$ cat src/rtl/sevenseg_pkg.sv
// Shared constants and helpers for the seven-segment scan decoder.
// Holds the active-low glyph patterns {a,b,c,d,e,f,g}, the 4-bit output codes
// and the anode legality/index helpers used by the decoder and its glyph table.
package sevenseg_pkg;

  localparam int unsigned SEG_W    = 7;
  localparam int unsigned CODE_W   = 4;
  localparam int unsigned ANODE_W  = 4;
  localparam int unsigned DIGITS   = 4;
  localparam int unsigned FRAME_W  = DIGITS * CODE_W;
  localparam int unsigned STABLE_W = 4;

  // Active-low segment patterns, seg[6] = a ... seg[0] = g
  localparam logic [SEG_W-1:0] SEG_0     = 7'b0000001;
  localparam logic [SEG_W-1:0] SEG_1     = 7'b1001111;
  localparam logic [SEG_W-1:0] SEG_2     = 7'b0010010;
  localparam logic [SEG_W-1:0] SEG_3     = 7'b0000110;
  localparam logic [SEG_W-1:0] SEG_4     = 7'b1001100;
  localparam logic [SEG_W-1:0] SEG_5     = 7'b0100100;
  localparam logic [SEG_W-1:0] SEG_6     = 7'b0100000;
  localparam logic [SEG_W-1:0] SEG_7     = 7'b0001111;
  localparam logic [SEG_W-1:0] SEG_8     = 7'b0000000;
  localparam logic [SEG_W-1:0] SEG_9     = 7'b0000100;
  localparam logic [SEG_W-1:0] SEG_UP    = 7'b0011101;
  localparam logic [SEG_W-1:0] SEG_DOWN  = 7'b1100011;
  localparam logic [SEG_W-1:0] SEG_BLANK = 7'b1111111;

  localparam logic [CODE_W-1:0] CODE_UP    = 4'hA;
  localparam logic [CODE_W-1:0] CODE_DOWN  = 4'hB;
  localparam logic [CODE_W-1:0] CODE_BLANK = 4'hE;
  localparam logic [CODE_W-1:0] CODE_BAD   = 4'hF;

  localparam logic [ANODE_W-1:0] ANODE_IDLE = 4'b1111;

  // One code per digit slot; slot 3 is the leftmost digit
  typedef logic [DIGITS-1:0][CODE_W-1:0] frame_t;

  // Legal select: exactly one active-low bit
  function automatic logic anode_legal(input logic [ANODE_W-1:0] a);
    return ($countones(~a) == 1);
  endfunction

  // Slot addressed by a legal anode (bit n low -> slot n)
  function automatic logic [1:0] anode_index(input logic [ANODE_W-1:0] a);
    logic [1:0] idx;
    idx = 2'd0;
    for (int i = 0; i < int'(ANODE_W); i++) begin
      if (!a[i]) idx = 2'(i);
    end
    return idx;
  endfunction

endpackage

$ cat src/rtl/sevenseg_glyph_decode.sv
// Combinational glyph lookup: active-low segment pattern -> 4-bit code.
// Ports: seg (active-low {a..g}), code_c (decoded code), bad_c (unrecognised glyph).
module sevenseg_glyph_decode
  import sevenseg_pkg::*;
(
  input  logic [SEG_W-1:0]  seg,
  output logic [CODE_W-1:0] code_c,
  output logic              bad_c
);

  always_comb begin
    code_c = CODE_BAD;
    case (seg)
      SEG_0:     code_c = 4'h0;
      SEG_1:     code_c = 4'h1;
      SEG_2:     code_c = 4'h2;
      SEG_3:     code_c = 4'h3;
      SEG_4:     code_c = 4'h4;
      SEG_5:     code_c = 4'h5;
      SEG_6:     code_c = 4'h6;
      SEG_7:     code_c = 4'h7;
      SEG_8:     code_c = 4'h8;
      SEG_9:     code_c = 4'h9;
      SEG_UP:    code_c = CODE_UP;
      SEG_DOWN:  code_c = CODE_DOWN;
      SEG_BLANK: code_c = CODE_BLANK;
      default:   code_c = CODE_BAD;
    endcase
    // No legal glyph maps to CODE_BAD, so the code alone identifies a bad glyph
    bad_c = (code_c == CODE_BAD);
  end

endmodule

$ cat src/rtl/sevenseg_scan_decoder.sv
// Seven-segment scan decoder: watches a multiplexed 4-digit display bus,
// samples each digit once its anode has settled, assembles frames and
// publishes them on digits after STABLE_FRAMES identical frames.
// Ports:
//   clk, rst_n   clock, synchronous active-low reset
//   anode[3:0]   active-low digit select, bit 3 = leftmost digit
//   seg[6:0]     active-low segments {a..g}
//   digits[15:0] published codes, [15:12] = leftmost digit
//   frame_valid  one-cycle pulse when digits updates
//   frame_err    one-cycle pulse on entering an illegal anode pattern
//   seg_err      sticky unrecognised-glyph flag, cleared when digits updates
//   stalled      high while one non-idle anode persists for TIMEOUT cycles
// Build option: define SEVENSEG_STALL_DETECT_EN to enable stall detection;
// otherwise stalled is constant 0 and the dwell counter is only SETTLE-wide.
module sevenseg_scan_decoder
  import sevenseg_pkg::*;
#(
  parameter int unsigned SETTLE        = 4,
  parameter int unsigned STABLE_FRAMES = 2,
  parameter int unsigned TIMEOUT       = 1000000
) (
  input  logic               clk,
  input  logic               rst_n,
  input  logic [ANODE_W-1:0] anode,
  input  logic [SEG_W-1:0]   seg,
  output logic [FRAME_W-1:0] digits,
  output logic               frame_valid,
  output logic               frame_err,
  output logic               seg_err,
  output logic               stalled
);

`ifdef SEVENSEG_STALL_DETECT_EN
  localparam int unsigned DWELL_W   = 24;
  localparam int unsigned DWELL_MAX = TIMEOUT;
`else
  localparam int unsigned DWELL_W   = $clog2(SETTLE + 1);
  localparam int unsigned DWELL_MAX = SETTLE;
`endif

  localparam logic [DWELL_W-1:0]  SAMPLE_AT  = DWELL_W'(SETTLE - 1);
  localparam logic [DWELL_W-1:0]  DWELL_SAT  = DWELL_W'(DWELL_MAX);
  localparam logic [STABLE_W-1:0] STABLE_HIT = STABLE_W'(STABLE_FRAMES - 1);
  localparam logic [STABLE_W-1:0] STABLE_SAT = '1;

  // Elaboration-time parameter range checks
  if (SETTLE < 1 || SETTLE > 255) begin : g_settle_check
    $error("SETTLE must be in 1..255");
  end
  if (STABLE_FRAMES < 1 || STABLE_FRAMES > 15) begin : g_stable_check
    $error("STABLE_FRAMES must be in 1..15");
  end
  if (TIMEOUT >= (1 << 24) || TIMEOUT < SETTLE) begin : g_timeout_check
    $error("TIMEOUT must fit in 24 bits and be at least SETTLE");
  end

  // Glyph lookup for whatever is currently on the segment lines
  logic [CODE_W-1:0] glyph_code;
  logic              glyph_bad;

  sevenseg_glyph_decode u_glyph (
    .seg    (seg),
    .code_c (glyph_code),
    .bad_c  (glyph_bad)
  );

  // State
  logic [ANODE_W-1:0]  last_anode;
  logic [DWELL_W-1:0]  dwell;
  logic [DIGITS-1:0]   captured;
  frame_t              slots;
  frame_t              prev_frame;
  logic [STABLE_W-1:0] stable;

  // Next-state
  logic                changed;
  logic                idle;
  logic                illegal;
  logic                sample;
  logic                frame_done;
  logic                load;
  logic [1:0]          slot_idx;
  logic [STABLE_W-1:0] stable_inc;
  logic [DWELL_W-1:0]  dwell_n;
  logic [DIGITS-1:0]   captured_n;
  frame_t              slots_n;
  frame_t              prev_frame_n;
  logic [STABLE_W-1:0] stable_n;
  logic [FRAME_W-1:0]  digits_n;
  logic                frame_valid_n;
  logic                frame_err_n;
  logic                seg_err_n;
  logic                stalled_n;

  // Dwell tracking, sampling, frame assembly and publication
  always_comb begin
    dwell_n       = dwell;
    captured_n    = captured;
    slots_n       = slots;
    prev_frame_n  = prev_frame;
    stable_n      = stable;
    digits_n      = digits;
    frame_valid_n = 1'b0;
    frame_err_n   = 1'b0;
    seg_err_n     = seg_err;
    stalled_n     = 1'b0;

    changed  = (anode != last_anode);
    idle     = (anode == ANODE_IDLE);
    illegal  = !anode_legal(anode) && !idle;
    slot_idx = anode_index(anode);

    if (changed) begin
      dwell_n = '0;
    end else if (dwell != DWELL_SAT) begin
      dwell_n = dwell + DWELL_W'(1);
    end

    // The !changed term keeps a stale count from sampling a freshly selected digit
    sample     = anode_legal(anode) && !changed && (dwell == SAMPLE_AT);
    frame_done = &captured;

    if (slots == prev_frame) begin
      stable_inc = (stable == STABLE_SAT) ? stable : stable + STABLE_W'(1);
    end else begin
      stable_inc = '0;
    end
    load = frame_done && !illegal &&
           ((STABLE_FRAMES == 1) || (stable_inc == STABLE_HIT));

    if (illegal) begin
      // Abandon the partial frame and the stability run; only flag new patterns
      captured_n  = '0;
      stable_n    = '0;
      frame_err_n = changed;
    end else begin
      if (frame_done) begin
        captured_n   = '0;
        stable_n     = stable_inc;
        prev_frame_n = slots;
        if (load) begin
          digits_n      = slots;
          frame_valid_n = 1'b1;
          seg_err_n     = 1'b0;
        end
      end
      if (sample) begin
        slots_n[slot_idx]    = glyph_code;
        captured_n[slot_idx] = 1'b1;
        if (glyph_bad) seg_err_n = 1'b1;
      end
    end

`ifdef SEVENSEG_STALL_DETECT_EN
    // Registered so that stalled is high exactly while dwell sits at TIMEOUT
    stalled_n = (dwell_n == DWELL_SAT) && !idle;
`endif
  end

  // State registers
  always_ff @(posedge clk) begin
    if (!rst_n) begin
      last_anode  <= ANODE_IDLE;
      dwell       <= '0;
      captured    <= '0;
      slots       <= {DIGITS{CODE_BLANK}};
      prev_frame  <= {DIGITS{CODE_BLANK}};
      stable      <= '0;
      digits      <= {DIGITS{CODE_BLANK}};
      frame_valid <= 1'b0;
      frame_err   <= 1'b0;
      seg_err     <= 1'b0;
      stalled     <= 1'b0;
    end else begin
      last_anode  <= anode;
      dwell       <= dwell_n;
      captured    <= captured_n;
      slots       <= slots_n;
      prev_frame  <= prev_frame_n;
      stable      <= stable_n;
      digits      <= digits_n;
      frame_valid <= frame_valid_n;
      frame_err   <= frame_err_n;
      seg_err     <= seg_err_n;
      stalled     <= stalled_n;
    end
  end

endmodule

$ cat config.mk
export PLATFORM = sky130hd
export DESIGN_NAME = sevenseg_scan_decoder
export DESIGN_NICKNAME = d
export VERILOG_FILES = /design/src/rtl/sevenseg_pkg.sv /design/src/rtl/sevenseg_glyph_decode.sv /design/src/rtl/sevenseg_scan_decoder.sv
export SDC_FILE = /design/constraint.sdc
export NUM_CORES = 1
export LEC_CHECK = 0
export BUFFER_PORTS_ARGS = -buffer_cell sky130_fd_sc_hd__clkbuf_2
export CAP_MARGIN = 40
export CORE_MARGIN = 2
export CORE_UTILIZATION = 56
export CTS_CLUSTER_DIAMETER = 120
export DETAILED_ROUTE_END_ITERATION = 16
export GPL_TIMING_DRIVEN = 0
export PLACE_DENSITY = 0.86
export RECOVER_POWER = 50
export SYNTH_ARGS = -nofsm -noshare
export SYNTH_HDL_FRONTEND = slang
export SYNTH_SLANG_ARGS = --single-unit
$ cat constraint.sdc
create_clock -name clk -period 3.6 [get_ports clk]
set_input_delay 0.18 -clock clk [delete_from_list [all_inputs] [get_ports clk]]
set_output_delay 0.18 -clock clk [all_outputs]
set_load 0.005 [all_outputs]
==> results by group, run 1 <==
Finish
  • Design area: 3647 um2
  • Commonest non-fill, non-tap cell in the layout: dfxtp_1
  • Area Overhead vs Synth: 13.12%
  • Most frequent cells in the layout: dfxtp_1, nand2_1, nor2_1
  • Share of cells above drive strength 1: around 14%
  • # diodes: 0
  • Nets@finish: 423

Logic synthesis
  • Yosys top cell area share: 40.98%
  • Register bit total from synthesis: 66
  • Synth unique cells: 51
  • Average cell area after synthesis: 8.907 um2
  • Top post-synthesis cells by area: dfxtp_1, mux2i_1, nand2_1, xnor2_1, nor2_1
  • Syn Inst Count: 362
  • Syn. warnings: 0
  • Syn Nets: 383
  • Sequential cell area fraction in the yosys report: 40.98%
  • Synth area leader: dfxtp_1
  • Mapped cell area: 3224 um2

Timing
  • FMAX: ~360 MHz
  • Crit share post-route: 78.23%
  • Worst Skew: about 9.8 ps
  • RSZ-0062 raised after global routing: false
  • Final setup fails: 0
  • Slew headroom: 42.80%
  • Final Max Slew Viols: 0
  • Final Hold Viols: 0
  • Setup tns final: 0 ps
  • Fin crit period: 2816 ps
  • Worst-margin pin slew: 851.5 ps

Die
  • # rows: 27
  • Die width: between 70 and 80 um
  • Num ports: 33
  • Die area: 6381 um2
  • CORE AREA: 5540 um2
  • Initial Util: 58.20%
  • Chip height: 79.88 um

Clock network
  • CTS Hold Bufs: 0
  • CTS Root Cell: clkbuf_8
  • TritonCTS clock tree: built
  • Worst-Skew Late Latency: approximately 360 ps
  • Postcts setup bufs: 0
  • Post-CTS Resized: 0
  • CTS Buf Count: 9
  • Clk buf depth: 2
  • # clock sinks: 66
  • H-Tree Depth: 3
  • Clock-pin slew on the worst setup and hold paths: 70 ps

Routing
  • DRT iter0 DRCs: 136
  • Via Count: between 2000 and 3000
  • Pre-antenna DRT Iters: 4
  • Final wirelength: 6864 um
  • Routed Antenna Nets: 0
  • WL/cell: 14.33 um
  • # DRC: 0
  • Vias per cell: 5.520

Job
  • Max-Cap Viols: 0

Setup path
  • Worst Setup Path Type: in2reg
  • CP Launch Type: input pin
  • Critical Path End Type: flop
  • Crit-path max FO: 7
  • CP Data Arrival Time: around 3100 ps
  • Data required, critical path: 3880 ps

Placement
  • Gp weighted congestion: 0.8002
  • HPWL after DPL: 4939 um
  • Port bufs: 29
  • Post-DP Area: around 3500 um2

GRT
  • Initial antenna violation count: 0
  • Largest net degree at the start of global routing: 14
  • Vias in the first global route: 2566
  • GRT Util Overall: 23.59%
  • GRT Residual Overflow: 0
  • First-pass GRT wire length: 11610 um

Power
  • Peak supply drop: approximately 0.0003 V
  • Leak Pwr: 0.001395 uW
  • Power Density: 420.2 nW/um2

Worst hold path
  • Hold Path Class: in2reg

Outcome
  • Outcome: finished clean
report_power, final:
group          total (uW)  switching, uW  internal [uW]
combinational        93.2           59.6           33.6
clock                 704            310            394
sequential            736           1.75            734
total                1530            371           1160
cell type report:
| class | instances | area (um2) |
|---|---|---|
| buffer | 21 | 138.9 |
| sequential | 66 | 1321 |
| fill | 459 | 1893 |
| timing repair buffer | 29 | 132.6 |
| clock buffer | 9 | 123.9 |
| tap | 72 | 90.09 |
| clock inverter | 7 | 101.3 |
| inverter | 13 | 48.80 |
| multi-input combinational | 262 | 1690 |
registers in the layout (all words and copies together), names as in the netlist:
register,flops
digits,16
frame_err,1
last_anode,4
slots,16
prev_frame,16
seg_err,1
frame_valid,1
stable,4
dwell,3
captured,4
layer usage:
metal,up-vias,GRT usage (%),part of all wire [%]
li1,1333,-,-
met1,1237,28.48,45
met2,66,39.08,49
met3,8,7.014,5.1
met4,0,9.661,1.2
met5,-,0,0
per-stage QoR:
step                      cells  util, %  power [uW]  setup WS, ps  hold slack, ps
final                       479    65.83        1533         783.6           122.6
after global routing        479    65.83        1575         552.8           114.3
after CTS                   479    66.51        1539          1033           19.32
after detailed placement    463    62.44       848.9         662.4           391.8
after global placement      463    62.44       846.6         709.4           387.0
after floorplan             362        -       821.2          1091           281.5
logic make-up after synthesis:
kind of cell	after synthesis	share of synthesized area, %
AOI/OAI and AO/OA	47	9.469
DFF	66	40.98
other	1	0.1163
adders and majority gates	8	3.337
xor gates and xnor gates	24	6.519
muxes	23	7.179
and+or+nand+nor	159	26.12
buffers and inverters	34	6.287
worst max-delay path: stages:
cell and delay [ps]:
clkbuf_1 200, fa_1 550, inv_1 40, ha_1 170, ha_1 270, nor3b_1 460
nand2_1 210, nor3_1 690, o21ai_0 160, a31oi_1 170
final timing paths:
check,from,to,slack [ps],depth (start not counted)
max,anode[1],slots[12],780,10
min,anode[2],last_anode[2],120,3
max reg2reg,stable[0],digits[7],1530,7
min reg2reg,digits[12],digits[12],460,2
cell usage after synthesis (all sizes together):
master and n:
o211ai 2, or3 1, mux2 1, a21o 1, nand4bb 1, o21ai 8, dlygate4sd1 1, a21oi 18
nor2 33, nand3 18, clkbuf 7, nor4 6, nand2b 3, inv 13, a2111oi 2, xor2 2
mux2i 22, nand4 12, xnor2 22, a31oi 8, a21boi 1, a211o 1, and2 3, or4 1
and4 2, ha 7, and3 6, a211oi 3, nor3 11, buf 13, and4b 1, o22ai 3
conb 1, fa 1, nand3b 2, nand2 56, nor4b 1, and3b 1, nor3b 1, dfxtp 66
No activity file was read; power rests on OpenSTA's default activity.
==> run 2: changes to the inputs <==
--- a/config.mk
+++ b/config.mk
@@ -8,7 +8,7 @@
 export BUFFER_PORTS_ARGS = -buffer_cell sky130_fd_sc_hd__clkbuf_2
 export CAP_MARGIN = 40
 export CORE_MARGIN = 2
-export CORE_UTILIZATION = 56
+export CORE_UTILIZATION = 53
 export CTS_CLUSTER_DIAMETER = 120
 export DETAILED_ROUTE_END_ITERATION = 16
 export GPL_TIMING_DRIVEN = 0
==> constraint.sdc (replaced) <==
create_clock -name clk -period 2.45 [get_ports clk]
set_input_delay 0.1225 -clock clk [delete_from_list [all_inputs] [get_ports clk]]
set_output_delay 0.1225 -clock clk [all_outputs]
set_load 0.005 [all_outputs]
==> run 2 against run 1 <==
Effect of this change:
- combinational power grew 75%
- register-to-register slack got worse by 1200 ps
- die area rose by 5.4%
- setup slack got worse by 710 ps
- global-route usage increased by 0.37 points
- sequential share of layout area decreased by 0.77 points
- sequential power increased by 47%
- sequential cell count unchanged
- critical endpoint is now slots[4]
- largest cell class unchanged
- total power grew 46%
- wire length increased by 7.3%
- non-clock buffer count up 7
==> results by group, run 2 (synthesis results as in run 1) <==
Setup path
  • Crit-path max FO: 7
  • R2R cell count: 7
  • Data required, critical path: 2710 ps
  • Crit path top cell by count: ha_1
  • Top Family by Delay on Critical Path: adder cells
  • Worst R2R Setup Slack: just over 300 ps
  • R2R Path End: digits[8]
  • RR Startpoint: stable[0]
  • CP Launch Type: input pin
  • Worst-path cell chain: buf_2, fa_1, inv_1, ha_1, ha_1, nor3b_4, buf_4, nand2_1, nor4_4, nor2_1, a211oi_1
  • Slowest CP cell: fa_1
  • Critical Path End Type: flop
  • Worst Setup Path Type: in2reg
  • CP peak stage delay: 520 ps
  • CP Data Arrival Time: 2640 ps
  • Worst path bufs/invs: 3

Die
  • Die area: 6723 um2
  • CORE AREA: around 6000 um2
  • # rows: 28
  • Num ports: 33
  • Chip height: 82.00 um
  • Initial Util: ~55%
  • Die width: 82.00 um

Outcome
  • Outcome: finished clean

Placement
  • Port bufs: 29
  • Setup WS pre-CTS: -387.2 ps
  • HPWL after DPL: 5226 um
  • Placed Cells: 466
  • Post-DP Area: around 3500 um2
  • Gp weighted congestion: 0.8381

Timing
  • Fin crit period: 2379 ps
  • Final setup fails: 0
  • Worst-margin pin slew: 976.6 ps
  • Crit share post-route: 97.11%
  • Worst Skew: 6.760 ps
  • Final Max Slew Viols: 0
  • FMAX: 420.3 MHz
  • Final WS setup: between 70 and 80 ps
  • Slew headroom: 34.73%
  • Final Hold Viols: 0

GRT
  • GRT Util Overall: 23.96%
  • GRT Residual Overflow: 0
  • Vias in the first global route: 2651
  • First-pass GRT wire length: 12280 um
  • Largest net degree at the start of global routing: 13
  • Initial antenna violation count: 0

Finish
  • Fillers: between 400 and 500
  • Sequential cell area: 1321 um2
  • Multi-input gate area: around 1700 um2
  • Design area: 3726 um2
  • Top flop regs: digits x16, prev_frame x16, slots x16
  • Area Overhead vs Synth: 15.56%
  • Most frequent cells in the layout: dfxtp_1, nand2_1, nor2_1
  • # diodes: 0
  • Nets@finish: 430
  • Commonest non-fill, non-tap cell in the layout: dfxtp_1
  • Final Non-Filler Cells: about 490
  • Share of cells above drive strength 1: 15.22%

Clock network
  • # clock sinks: 66
  • TritonCTS clock tree: built
  • Clk buf depth: 2
  • H-Tree Depth: 3
  • Worst-Skew Late Latency: ~350 ps
  • CTS Buf Count: 9
  • Clock-pin slew on the worst setup and hold paths: roughly 70 ps
  • CTS Root Cell: clkbuf_8

Worst hold path
  • Hold path depth: 2
  • Hold path endpoint: last_anode[0]
  • Hold_sp: anode[0]
  • Hold Path Class: in2reg

Routing
  • Vias per cell: 5.699
  • # DRC: 0
  • DRT iter0 DRCs: between 150 and 200
  • Final wirelength: 7365 um
  • Pre-antenna DRT Iters: 4
  • Via Count: 2787
  • Routed Antenna Nets: 0
  • WL/cell: 15.06 um

Job
  • Max-Cap Viols: 0

Power
  • Leak Pwr: 0.001442 uW
  • Power Density: 602.2 nW/um2
  • Peak supply drop: 0.0003701 V
run 2: cell count changes in the layout (fill, tap and decap cells not counted), sizes merged:
cell         before  now
buf              11   19
dlygate4sd3       0    1
clkbuf           47   45
clkinv            2    4
clkinvlp          2    0
run 2: cell type report:
class	instances	area share, %
Clock inverter	7	2.485
Sequential cell	66	35.46
Multi-Input combinational cell	262	45.97
Tap cell	75	2.518
Buffer	21	4.063
Inverter	13	1.310
Timing Repair Buffer	36	4.869
Clock buffer	9	3.324
run 2: per-layer routing:
metal | track usage, % | routed length (um)
met1 | 28.61 | 3090
met5 | 0 | 0
met4 | 10.67 | 180
met3 | 5.055 | 366
met2 | 41.22 | 3728
run 2: metrics by stage:
stage | hold slack (ps) | TNS (ps) | total power [uW] | util [%]
2_1_floorplan | 224.0 | 0 | 1206 | -
3_3_place_gp | 329.8 | -8169 | 1244 | 58.84
3_5_place_dp | 336.6 | -9822 | 1250 | 58.84
4_1_cts | 54.97 | 0 | 2240 | 62.93
5_1_grt | 79.72 | -12.60 | 2306 | 63.31
6_report | 53.21 | 0 | 2244 | 63.31
run 2: how the worst max path moves through the flow:
| stage | startpoint | end | cells past startpoint |
|---|---|---|---|
| after CTS | anode[1] | digits[8] | 13 |
| after global routing | anode[1] | prev_frame[7] | 12 |
| after floorplan | anode[0] | digits[5] | 12 |
| after detailed placement | anode[1] | digits[9] | 13 |
| after global placement | anode[1] | digits[9] | 13 |
| final | anode[1] | slots[4] | 11 |
run 2: power by group:
part | switching (uW) | total (uW) | leakage, uW | internal, uW
combinational | 97.7 | 163 | 0.000794 | 65.5
clock | 427 | 999 | 0.000113 | 572
sequential | 3.01 | 1080 | 0.000535 | 1080
total | 528 | 2240 | 0.00144 | 1720
run 2: what timing repair did:
action / 4_1_cts / 5_1_grt
resized for setup: 1 / 3
endpoints found under the setup margin: 8 / 21
endpoints found under the hold margin: 3 / 0
pin swaps: 0 / 1
setup buffers: 1 / 5
hold buffers: 1 / 0
==> run 3: changes to the inputs <==
==> constraint.sdc (replaced) <==
create_clock -name clk -period 2.45 [get_ports clk]
set_input_delay 0.6125 -clock clk [delete_from_list [all_inputs] [get_ports clk]]
set_output_delay 0.6125 -clock clk [all_outputs]
set_load 0.005 [all_outputs]
==> run 3 against run 2 <==
Effect of this change:
- the run now ends with negative setup slack left
- total power increased by 3.9%
- hold slack improved by 410 ps
- clock power increased by 6%
- via count increased by 6.5%
- wire length increased by 16%
- critical path depth increased by 1
- design area increased by 9.2%
- highest routed layer unchanged
- sequential power about the same
- non-clock buffer count increased by 15
- first-iteration DRC count increased by 47%
- critical path type unchanged
==> results by group, run 3 (synthesis results as in run 1) <==
Outcome
  • Outcome: complete, but fails checks
  • Failing checks: negative setup slack

Finish
  • Fin util: 69.11%
  • Final Non-Filler Cells: 504
  • Most frequent cells in the layout: dfxtp_1, nand2_1, nor2_1
  • # diodes: 0
  • Share of cells above drive strength 1: 26.11%
  • Nets@finish: 445
  • Area Overhead vs Synth: 26.15%
  • Top flop regs: digits x16, prev_frame x16, slots x16
  • Commonest non-fill, non-tap cell in the layout: dfxtp_1

Clock network
  • CTS Buf Count: 9
  • Clk buf depth: 2
  • # clock sinks: 66
  • Worst-Skew Late Latency: 360 ps
  • CTS Root Cell: clkbuf_8
  • TritonCTS clock tree: built
  • H-Tree Depth: 3
  • Clock-pin slew on the worst setup and hold paths: 80 ps

GRT
  • GRT Residual Overflow: 0
  • Met2 GRT Util: 43.90%
  • Global routing's busiest layer: met2
  • First-pass GRT wire length: between 10000 and 15000 um
  • Initial antenna violation count: 0
  • M3 GR Usage: 4.505%
  • GRT Util Overall: between 20% and 30%
  • Largest net degree at the start of global routing: 13
  • Grt met1 use: 31.74%
  • Vias in the first global route: 2713

Setup path
  • RR Startpoint: slots[11]
  • CP Data Arrival Time: 2860 ps
  • R2R cell count: 7
  • Crit path capture: digits[13]
  • Worst Setup Path Type: in2reg
  • CP Launch Type: input pin
  • Worst R2R Setup Slack: 300 ps
  • Critical Path End Type: flop
  • R2R Path End: digits[13]
  • Crit. Startpoint: anode[0]
  • Data required, critical path: around 2700 ps
  • Crit-path max FO: 5

Routing
  • Pre-antenna DRT Iters: 6
  • # DRC: 0
  • Via Count: 2968
  • Final wirelength: 8533 um
  • Routed Antenna Nets: 0
  • DRT iter0 DRCs: 263
  • WL/cell: 16.93 um
  • Vias per cell: a little under 6

Power
  • Clock power frac: between 40% and 50%
  • Power Density: 573.4 nW/um2
  • Peak supply drop: 0.0003605 V
  • Total Power: 2332 uW
  • Reg power frac: a little under half
  • Logic pwr share: between 8 and 9%
  • Switching Share: 24.34%
  • Internal: 1765 uW
  • Leak Pwr: around 0.0016 uW
  • Switching pwr: between 500 and 600 uW

Die
  • Initial Util: between 50 and 60%
  • CORE AREA: 5886 um2
  • # rows: 28
  • Num ports: 33
  • Chip height: 82.00 um
  • Die width: 82.00 um
  • Die area: 6723 um2

Timing
  • Final WS setup: -140.0 ps
  • Worst Skew: between 10 and 15 ps
  • RSZ-0062 raised after global routing: true
  • Setup tns final: -1434 ps
  • FMAX: 386.1 MHz
  • Slew headroom: 33.91%
  • Final setup fails: 25
  • Final Max Slew Viols: 0
  • Final Hold Viols: 0
  • Worst-margin pin slew: 988.9 ps
  • Crit share post-route: 105.7%
  • Fin crit period: 2590 ps

Placement
  • HPWL after DPL: 5083 um
  • Setup WS pre-CTS: -803.6 ps
  • Placed Cells: 466
  • Port bufs: 29
  • Gp weighted congestion: 0.8491

Worst hold path
  • Hold Path Class: in2reg

Job
  • Max-Cap Viols: 0
run 3: cell types whose count changed in the layout (fill, tap and decap cells not counted), moves of 3 or more:
cell,previous run,this run
clkinvlp_4,0,4
nor2_1,33,30
clkinv_2,3,0
buf_4,10,20
buf_6,2,6
buf_8,0,4
clkbuf_2,13,26
clkbuf_1,23,5
run 3: worst min-delay path by stage:
stage               endpoint  cells past startpoint  slack, ps           from
2_1_floorplan  prev_frame[0]                      2        450  prev_frame[0]
3_3_place_gp       digits[4]                      2        440      digits[4]
3_5_place_dp       digits[0]                      2        450      digits[0]
4_1_cts        last_anode[1]                      2        460          rst_n
5_1_grt        last_anode[3]                      2        470          rst_n
6_report       last_anode[1]                      2        460          rst_n
run 3: power groups by stage:
| stage | clock, uW | sequential, uW | combinational (uW) |
|---|---|---|---|
| final | 1060 | 1080 | 196 |
| after detailed placement | 0 | 1110 | 154 |
| after CTS | 1040 | 1080 | 179 |
| after global routing | 1100 | 1080 | 212 |
| after global placement | 0 | 1110 | 150 |
| after floorplan | 0 | 1110 | 112 |
run 3: metrics by stage:
step | cell area [um2] | hold slack [ps]
finish | 4068 | 462.5
global route | 4068 | 470.6
CTS | 3980 | 462.9
detailed placement | 3495 | 453.8
global placement | 3495 | 443.8
floorplan | 3256 | 449.6
run 3: layer usage:
metal	vias up	wire (um)	part of all wire, %
li1	1381	-	-
met2	132	4326	51
met3	32	510	6.0
met5	-	0	0
met4	0	251	2.9
met1	1423	3445	40
run 3: what timing repair did:
action / CTS / global route
cloned: 1 / 1
setup endpoints to repair: 48 / 54
gates resized for setup: 28 / 12
hold buffers: 0 / 0
buffers inserted: 17 / 6
pin swaps: 9 / 6
run 3: final cells by class:
cell class | count | area (um2)
buffer | 20 | 170.2
clock buffer | 10 | 137.6
clock inverter | 6 | 90.09
fill | 405 | 1818
inverter | 13 | 48.80
multi-input combinational | 262 | 1789
sequential | 66 | 1321
tap | 75 | 93.84
timing repair buffer | 52 | 416.7
run 3: critical path: stages:
cell,delay (ps)
buf_8,100
fa_1,560
inv_2,50
ha_4,150
ha_4,240
nor3b_4,180
a21o_1,150
and2_4,150
and3_4,180
buf_12,130
buf_8,120
mux2i_2,230
